$ cat config.mk
export PLATFORM = sky130hd
export DESIGN_NAME = dla_accum_quant
export DESIGN_NICKNAME = d
export VERILOG_FILES = /design/src/rtl/dla_pkg.sv /design/src/rtl/dla_requant.sv /design/src/rtl/dla_accum_quant.sv
export SDC_FILE = /design/constraint.sdc
export NUM_CORES = 1
export LEC_CHECK = 0
export ABC_CLOCK_PERIOD_IN_PS = 6550
export CAP_MARGIN = 10
export CORE_MARGIN = 2
export CORE_UTILIZATION = 30
export DETAILED_ROUTE_END_ITERATION = 10
export PLACE_DENSITY = 0.44
export SLEW_MARGIN = 20
export SYNTH_ARGS = -nofsm -noshare
export SYNTH_HDL_FRONTEND = slang
export SYNTH_SLANG_ARGS = --single-unit
$ cat constraint.sdc
create_clock -name dla_core_clk -period 6.55 [get_ports dla_core_clk]
set_input_delay 1.6375 -clock dla_core_clk [delete_from_list [all_inputs] [get_ports dla_core_clk]]
set_output_delay 1.6375 -clock dla_core_clk [all_outputs]
set_load 0.02 [all_outputs]
$ cat src/rtl/dla_pkg.sv
// Shared constants and arithmetic helpers for the DLA accumulate/requantize datapath.
package dla_pkg;

    localparam int unsigned PSUM_W  = 35;
    localparam int unsigned ACC_W   = 48;
    localparam int unsigned BIAS_W  = 32;
    localparam int unsigned OUT_W   = 16;
    localparam int unsigned SHIFT_W = 6;

    // Two guard bits hold acc + psum + bias without wrapping before saturation.
    localparam int unsigned SUM_W = ACC_W + 2;

    typedef struct packed {
        logic                    clip;
        logic signed [ACC_W-1:0] val;
    } acc_sat_t;

    typedef struct packed {
        logic                    clip;
        logic signed [OUT_W-1:0] val;
    } out_sat_t;

    function automatic acc_sat_t sat_acc(input logic signed [SUM_W-1:0] x);
        acc_sat_t res;
        res.clip = (x[SUM_W-1:ACC_W-1] != {(SUM_W-ACC_W+1){x[SUM_W-1]}});
        if (res.clip) begin
            res.val = x[SUM_W-1] ? {1'b1, {(ACC_W-1){1'b0}}} : {1'b0, {(ACC_W-1){1'b1}}};
        end else begin
            res.val = x[ACC_W-1:0];
        end
        return res;
    endfunction

    function automatic out_sat_t sat_out(input logic signed [ACC_W:0] x);
        out_sat_t res;
        res.clip = (x[ACC_W:OUT_W-1] != {(ACC_W-OUT_W+2){x[ACC_W]}});
        if (res.clip) begin
            res.val = x[ACC_W] ? {1'b1, {(OUT_W-1){1'b0}}} : {1'b0, {(OUT_W-1){1'b1}}};
        end else begin
            res.val = x[OUT_W-1:0];
        end
        return res;
    endfunction

    // Round-half-up arithmetic right shift; one extra bit keeps the rounding add from overflowing.
    function automatic logic signed [ACC_W:0] rshift_rnd(input logic signed [ACC_W-1:0] x,
                                                         input logic [SHIFT_W-1:0]  sh);
        logic signed [ACC_W:0] ext;
        logic signed [ACC_W:0] rnd;
        logic signed [ACC_W:0] sum;
        ext = {x[ACC_W-1], x};
        rnd = '0;
        if (sh != '0) begin
            rnd = (ACC_W+1)'(1) << (sh - SHIFT_W'(1));
        end
        sum = ext + rnd;
        return sum >>> sh;
    endfunction

endpackage

$ cat src/rtl/dla_requant.sv
// Combinational requantizer: rounding shift, optional ReLU, saturation to the output width.
module dla_requant
    import dla_pkg::*;
(
    input  logic signed [ACC_W-1:0]   sum_i,
    input  logic        [SHIFT_W-1:0] shift_i,
    input  logic                      relu_i,
    output logic signed [OUT_W-1:0]   data_o,
    output logic                      clip_o
);

    logic signed [ACC_W:0] shifted;
    out_sat_t              sat;

    always_comb begin
        shifted = rshift_rnd(sum_i, shift_i);
        // ReLU happens before saturation so zeroing never counts as a clip.
        if (relu_i && shifted[ACC_W]) begin
            shifted = '0;
        end
        sat    = sat_out(shifted);
        data_o = sat.val;
        clip_o = sat.clip;
    end

endmodule

$ cat src/rtl/dla_accum_quant.sv
// Accumulates partial dot products, adds bias and requantizes onto a valid/ready output stream.
module dla_accum_quant
    import dla_pkg::*;
(
    input  logic                      dla_core_clk,
    input  logic                      dla_reset,
    input  logic signed [PSUM_W-1:0]  psum_in,
    input  logic                      psum_valid,
    input  logic                      psum_last,
    output logic                      psum_ready,
    input  logic signed [BIAS_W-1:0]  bias_in,
    input  logic        [SHIFT_W-1:0] shift_in,
    input  logic                      relu_en,
    output logic signed [OUT_W-1:0]   out_data,
    output logic                      out_valid,
    input  logic                      out_ready,
    output logic                      sat_flag
);

    logic signed [ACC_W-1:0]   acc_q, acc_d;
    logic signed [ACC_W-1:0]   s1_sum_q, s1_sum_d;
    logic        [SHIFT_W-1:0] s1_shift_q, s1_shift_d;
    logic                      s1_relu_q, s1_relu_d;
    logic                      s1_v_q, s1_v_d;
    logic signed [OUT_W-1:0]   out_data_q, out_data_d;
    logic                      out_valid_q, out_valid_d;
    logic                      sat_q, sat_d;

    logic                      beat;
    logic                      out_load;
    logic signed [SUM_W-1:0]   beat_sum;
    logic signed [SUM_W-1:0]   last_sum;
    logic        [SHIFT_W-1:0] shift_clamped;
    acc_sat_t                  acc_sat;
    acc_sat_t                  s1_sat;
    logic signed [OUT_W-1:0]   rq_data;
    logic                      rq_clip;

    assign psum_ready = !s1_v_q || !out_valid_q || out_ready;
    assign beat       = psum_valid && psum_ready;
    assign out_load   = s1_v_q && (!out_valid_q || out_ready);

    assign out_data  = out_data_q;
    assign out_valid = out_valid_q;
    assign sat_flag  = sat_q;

    always_comb begin
        beat_sum = {{(SUM_W-ACC_W){acc_q[ACC_W-1]}}, acc_q}
                 + {{(SUM_W-PSUM_W){psum_in[PSUM_W-1]}}, psum_in};
        last_sum = beat_sum + {{(SUM_W-BIAS_W){bias_in[BIAS_W-1]}}, bias_in};
        acc_sat  = sat_acc(beat_sum);
        s1_sat   = sat_acc(last_sum);
        // Out-of-range shifts are clamped rather than trusted.
        shift_clamped = (shift_in >= SHIFT_W'(ACC_W)) ? SHIFT_W'(ACC_W - 1) : shift_in;
    end

    dla_requant u_requant (
        .sum_i   (s1_sum_q),
        .shift_i (s1_shift_q),
        .relu_i  (s1_relu_q),
        .data_o  (rq_data),
        .clip_o  (rq_clip)
    );

    always_comb begin
        acc_d       = acc_q;
        s1_sum_d    = s1_sum_q;
        s1_shift_d  = s1_shift_q;
        s1_relu_d   = s1_relu_q;
        s1_v_d      = s1_v_q;
        out_data_d  = out_data_q;
        out_valid_d = out_valid_q;
        sat_d       = sat_q;

        if (out_load) begin
            s1_v_d      = 1'b0;
            out_data_d  = rq_data;
            out_valid_d = 1'b1;
            sat_d       = sat_d | rq_clip;
        end else if (out_ready) begin
            out_valid_d = 1'b0;
        end

        // A new last beat may refill s1 in the same cycle it drains into the output register.
        if (beat) begin
            if (psum_last) begin
                s1_sum_d   = s1_sat.val;
                s1_shift_d = shift_clamped;
                s1_relu_d  = relu_en;
                s1_v_d     = 1'b1;
                acc_d      = '0;
                sat_d      = sat_d | s1_sat.clip;
            end else begin
                acc_d = acc_sat.val;
                sat_d = sat_d | acc_sat.clip;
            end
        end
    end

    always_ff @(posedge dla_core_clk or posedge dla_reset) begin
        if (dla_reset) begin
            acc_q       <= '0;
            s1_sum_q    <= '0;
            s1_shift_q  <= '0;
            s1_relu_q   <= 1'b0;
            s1_v_q      <= 1'b0;
            out_data_q  <= '0;
            out_valid_q <= 1'b0;
            sat_q       <= 1'b0;
        end else begin
            acc_q       <= acc_d;
            s1_sum_q    <= s1_sum_d;
            s1_shift_q  <= s1_shift_d;
            s1_relu_q   <= s1_relu_d;
            s1_v_q      <= s1_v_d;
            out_data_q  <= out_data_d;
            out_valid_q <= out_valid_d;
            sat_q       <= sat_d;
        end
    end

endmodule

==> results.toml, run 1 <==
[finish]
diodes = 0
nets = 3276
nFillCells = 6190
syn_to_final_growth_pct = 41.24
final_common_cell = "buf_4"
drive_gt1_share_pct = 28.28
layout_common_cells = "buf_4, nor2_1, nand2_1"
regArea_sq_um = 3057
multi_input_area_sq_um = 15240

[sta]
fin_ws_ns = -0.8567
period_share_pct = 113.1
holdWs_ns = 0.4831
relSlewSlack_pct = 47.80
worstMarginPinSlew_ns = 0.7806
fmax_mhz = 135.0
finalHoldViolations = 0
setup_viol = 49
fin_crit_ns = 7.407
slew_viol_final = 0
finalSetupTns_ns = -37.56
rsz0062_at_grt = "yes"
skew_ns = 0.01655

[routing]
wl_per_cell_um = 20.70
final_antenna_net_count = 0
dr_wl_met2_um = 37680
drcViolationCount = 0
vias = 21486
drt_first_pass_iters = 6
routed_wl_um = 79570
top_layer_used = "met5"
wl_met3_um = 3309
first_iter_violations = 1468
drt-met1-wl_um = 36220
viasPerCell = 5.589

[power_and_ir_drop]
power_w = 0.01522
p_leak_nw = 11.34
ir_worst_vdd_v = 0.0002802
p_per_area_nw_per_um2 = 594.4

[yosys]
synth_ff_type = "dfrtp_1"
synthCells = 2490
avgSynthCellArea_sq_um = 7.282
synth_area_sq_um = 18130
ys_seq_area_share_pct = 16.84
synth_edf_count = 0
yosysTopAreaCell = "dfrtp_1"
ys_ff_latch = 122
synth.net_count = 2717
synthArstFlopShare_pct = 100.0
synth.distinct_cells = 104
synth_warnings = 0
synth_top_area_share_pct = 16.84
synth.area.top_cells = "dfrtp_1, ha_1, nor2_1, nand2_1, a21oi_1"

[clock_network]
clock_sinks = 122
clk_latency_ns = 0.48
htreeDepth = 4
root_buffer = "clkbuf_16"
clock_path_buffers = 2
clk_transition_reported_paths_ns = 0.06
cts_tree = "yes"
cts_buffers = 17

[floorplanning]
core-area_sq_um = 60020
die_area_sq_um = 62430
rows = 90
fp.dieW_um = 249.9
pin_count = 98
fp.dieH_um = 249.9
start_util_pct = 30.21

[worst_setup_path]
cp-start-kind = "primary input"
worst_path_largest_cell_delay_ns = 0.40
cp.required_ns = 6.91
cp_slowest_cell = "o311a_4"
cp-end-kind = "flip-flop"
crit_buf_inv = 7
crit_fanout = 6
crit_family = "compound AO/OA/AOI/OAI gates"
worstSetupPathType = "in2reg"
cpMostUsedCell = "buf_4"
arrival_ns = 7.76

[grt]
grt_pass1_wl_um = 123100
grt_pass1_vias = 21093
grt_max_degree = 69
antenna_found_initial = 1
gr-usage-all-layers_pct = 25.06
grt_overflow = 0

[worst_hold_path]
hold_class = "reg2reg"

[placement]
io_buffers = 97
globalplace.congestion = 0.9486
pre_cts_slack_ns = -1.940
dp_hpwl_um = 63580

[job]
cap_violations = 0

[status]
violations = "setup timing"
outcome = "complete, but fails checks"
through the flow:
| stage | cells | instance area, sq um | utilization (%) |
|---|---|---|---|
| final | 3844 | 25610 | 42.67 |
| after global routing | 3844 | 25610 | 42.67 |
| after CTS | 3827 | 25000 | 41.65 |
| after detailed placement | 3775 | 23770 | 39.60 |
| after global placement | 3775 | 23770 | 39.60 |
| after floorplan | 2490 | 18260 | - |
layout make-up:
class,instances,share of cell area (%)
Clock inverter,13,0.5619
Clock buffer,19,1.730
Inverter,52,0.7817
Tap cell,782,3.821
Multi-Input combinational cell,2177,59.50
Sequential cell,122,11.94
Timing Repair Buffer,679,21.67
layer usage:
layer | up-vias | track usage, %
met5 | - | 0
met4 | 2 | 7.986
met3 | 110 | 3.118
met2 | 521 | 42.49
met1 | 10378 | 32.95
li1 | 10475 | -
kinds of logic (layout without fill, tap and decap cells):
kind of cell	Yosys count	after routing	synth area share [%]
xor gates and xnor gates	113	113	5.500
adders and majority gates	149	149	10.39
muxes	82	82	5.217
DFF	122	122	16.84
buffers and inverters	192	763	4.306
AOI/OAI and AO/OA	900	901	33.78
and+or+nand+nor	932	932	23.96
synthesized netlist by cell type, types with 35 or more instances:
library cell  instances
nor2_1              306
nand2_1             283
a21oi_1             205
o21ai_0             197
ha_1                145
dfrtp_1             122
clkbuf_1             89
xnor2_1              77
a21o_1               73
nor3_1               69
nand3_1              55
mux2i_1              54
inv_1                49
a211oi_1             44
o21a_1               42
o211ai_1             40
a31oi_1              37
nand4_1              36
xor2_1               35
state kept, by name, summed over array words and instances, names as in the netlist:
register,count
out_valid,1
sat_flag,1
s1_shift_q,6
out_data,16
s1_v_q,1
s1_relu_q,1
s1_sum_q,48
acc_q,48
report_power, final:
part	switching, W	internal [W]	total [W]
Combinational	0.00669	0.00616	0.0129
Clock	0.000407	0.000571	0.000978
Sequential	0.000297	0.00109	0.00139
Total	0.00740	0.00783	0.0152
final timing paths:
kind | start | end | slack (ns) | cells past startpoint
min in group asynchronous | dla_reset | acc_q[2]$_DFFE_PP0P_ | 1.66 | 2
min | acc_q[31]$_DFFE_PP0P_ | acc_q[31]$_DFFE_PP0P_ | 0.48 | 2
max reg2reg | acc_q[1]$_DFFE_PP0P_ | s1_sum_q[12]$_DFFE_PP0P_ | -0.03 | 32
max | psum_in[1] | s1_sum_q[12]$_DFFE_PP0P_ | -0.86 | 33
min reg2reg | acc_q[31]$_DFFE_PP0P_ | acc_q[31]$_DFFE_PP0P_ | 0.48 | 2
max in group asynchronous | dla_reset | s1_sum_q[44]$_DFFE_PP0P_ | 3.66 | 3
worst register-to-register path: cells and delay by family, from the launching register on:
kind / cells / cell delay (ns)
AOI/OAI and AO/OA: 18 / 3.51
xor gates and xnor gates: 1 / 0.16
and+or+nand+nor: 5 / 0.76
buffers and inverters: 6 / 1.03
DFF: 1 / 0.42
adders and majority gates: 2 / 0.60
timing repair:
action	in CTS	in global routing
pin swaps	66	74
gates cloned	5	1
endpoints found under the hold margin	0	0
hold buffers	0	0
gates resized for setup	118	123
setup endpoints to repair	50	64
buffers inserted	17	17
(Power assumes the default switching activity.)
==> run 2: changes to the inputs <==
--- a/config.mk
+++ b/config.mk
@@ -11,6 +11,7 @@
 export CORE_UTILIZATION = 30
 export DETAILED_ROUTE_END_ITERATION = 10
 export PLACE_DENSITY = 0.44
+export SKIP_CTS_REPAIR_TIMING = 1
 export SLEW_MARGIN = 20
 export SYNTH_ARGS = -nofsm -noshare
 export SYNTH_HDL_FRONTEND = slang
==> run 2 against run 1 <==
Against the previous run:
- the run still ends with setup timing left
- register-to-register slack better by 0.04 ns
- power down 2.4%
- worst hold slack about the same
- first-iteration DRC count down 14%
- die area unchanged
- via count about the same
- cell area down 0.97%
- largest power group unchanged
==> results.toml, run 2 (synthesized netlist as in run 1, its figures left out) <==
[status]
outcome = "complete, but fails checks"
violations = "setup timing"

[grt]
antenna_found_initial = 1
grt_overflow = 0
grt_pass1_wl_um = 121100
grt_pass1_vias = 20875
met3_usage_pct = 3.160
grt_max_degree = 69
met2_usage_pct = 41.38
gr-usage-all-layers_pct = 24.64
grt_use_met1_pct = 32.56
busiest_layer = "met2"

[clock_network]
clk_transition_reported_paths_ns = 0.06
cts_tree = "yes"
clock_path_buffers = 2
root_buffer = "clkbuf_16"
clk_latency_ns = 0.48
htreeDepth = 4
clock_sinks = 122
cts_buffers = 17

[sta]
fin_ws_ns = -0.8022
worstMarginPinSlew_ns = 0.7544
finalHoldViolations = 0
setup_viol = 49
rsz0062_at_grt = "yes"
fin_crit_ns = 7.352
period_share_pct = 112.2
skew_ns = 0.01432
relSlewSlack_pct = 49.56
slew_viol_final = 0
holdWs_ns = 0.4833
fmax_mhz = 136.0

[worst_setup_path]
worst_path_largest_cell_delay_ns = 0.38
cp.required_ns = 6.95
startpoint = "psum_in[0]"
r2r-end = "s1_sum_q[38]$_DFFE_PP0P_"
crit_fanout = 8
reg2reg_slack_ns = 0.01
timing.rr.start = "acc_q[0]$_DFFE_PP0P_"
worstSetupPathType = "in2reg"
rr_worst_depth = 36
cp-start-kind = "primary input"
cpMostUsedCell = "a21oi_2"
crit_path_end = "s1_sum_q[38]$_DFFE_PP0P_"
cp_slowest_cell = "a221o_1"
cp-end-kind = "flip-flop"
arrival_ns = 7.75

[floorplanning]
die_area_sq_um = 62430
start_util_pct = 30.21
rows = 90
fp.dieH_um = 249.9
pin_count = 98
core-area_sq_um = 60020
fp.dieW_um = 249.9

[power_and_ir_drop]
p_leak_nw = 11.30
ir_worst_vdd_v = 0.0002907
p_per_area_nw_per_um2 = 586.0
seqPwrFrac_pct = 9.3
combPwrFrac_pct = 84.1
switching_share_pct = 48.75
clkPwrFrac_pct = 6.6
power_switching_w = 0.007246
power_w = 0.01486
p_int_w = 0.007617

[worst_hold_path]
hold_class = "reg2reg"

[finish]
layout_common_cells = "buf_4, nor2_1, nand2_1"
finish.utilization_pct = 42.26
instances_no_fill = 3833
final_common_cell = "buf_4"
regArea_sq_um = 3057
syn_to_final_growth_pct = 39.87
diodes = 0
nFillCells = 6216
multi_input_area_sq_um = 15090
drive_gt1_share_pct = 27.47
nets = 3265

[routing]
final_antenna_net_count = 0
first_iter_violations = 1267
wl_per_cell_um = 20.69
routed_wl_um = 79300
drcViolationCount = 0
drt_first_pass_iters = 5
viasPerCell = 5.608
vias = 21494

[job]
cap_violations = 0

[placement]
pre_cts_slack_ns = -1.940
dp_hpwl_um = 63580
placedCellCount = 3775
globalplace.congestion = 0.9486
io_buffers = 97
[run 2: layout make-up]
| class | count | share of cell area (%) |
|---|---|---|
| Sequential cell | 122 | 12.05 |
| Tap cell | 782 | 3.858 |
| Clock inverter | 13 | 0.5673 |
| Timing Repair Buffer | 669 | 21.49 |
| Multi-Input combinational cell | 2176 | 59.50 |
| Clock buffer | 19 | 1.746 |
| Inverter | 52 | 0.7893 |
[run 2: worst min path at each step]
stage | from | end | slack, ns | depth (start not counted)
2_1_floorplan | acc_q[10]$_DFFE_PP0P_ | acc_q[10]$_DFFE_PP0P_ | 0.45 | 2
3_3_place_gp | acc_q[27]$_DFFE_PP0P_ | acc_q[27]$_DFFE_PP0P_ | 0.47 | 2
3_5_place_dp | out_data[2]$_DFFE_PP0P_ | out_data[2]$_DFFE_PP0P_ | 0.47 | 2
4_1_cts | out_data[2]$_DFFE_PP0P_ | out_data[2]$_DFFE_PP0P_ | 0.49 | 2
5_1_grt | acc_q[31]$_DFFE_PP0P_ | acc_q[31]$_DFFE_PP0P_ | 0.51 | 2
6_report | acc_q[31]$_DFFE_PP0P_ | acc_q[31]$_DFFE_PP0P_ | 0.48 | 2
[run 2: through the flow]
| step | setup TNS [ns] | instance area, sq um |
|---|---|---|
| after floorplan | -31.89 | 18260 |
| after global placement | -107.84 | 23770 |
| after detailed placement | -108.23 | 23770 |
| after CTS | -67.01 | 24360 |
| after global routing | -51.68 | 25360 |
| final | -34.96 | 25360 |
[run 2: power groups by stage]
| stage | sequential (W) | combinational [W] | clock (W) |
|---|---|---|---|
| floorplan | 0.00131 | 0.00664 | 0 |
| global placement | 0.00136 | 0.0116 | 0 |
| detailed placement | 0.00137 | 0.0116 | 0 |
| CTS | 0.00136 | 0.0117 | 0.00100 |
| global route | 0.00142 | 0.0137 | 0.00104 |
| finish | 0.00138 | 0.0125 | 0.000977 |
[run 2: critical path: cells and delay by family]
kind / cells / cell delay [ns]
AO/OA/AOI/OAI: 22 / 3.49
XOR/XNOR: 1 / 0.15
adder cells (fa/ha/maj): 3 / 0.80
buffers and inverters: 4 / 0.62
AND/OR/NAND/NOR: 7 / 1.04
[run 2: layer usage]
layer	share of wire (%)	up-vias
met5	0.016	-
met4	3.3	2
met3	4.2	128
met2	47	550
met1	45	10349
li1	-	10465
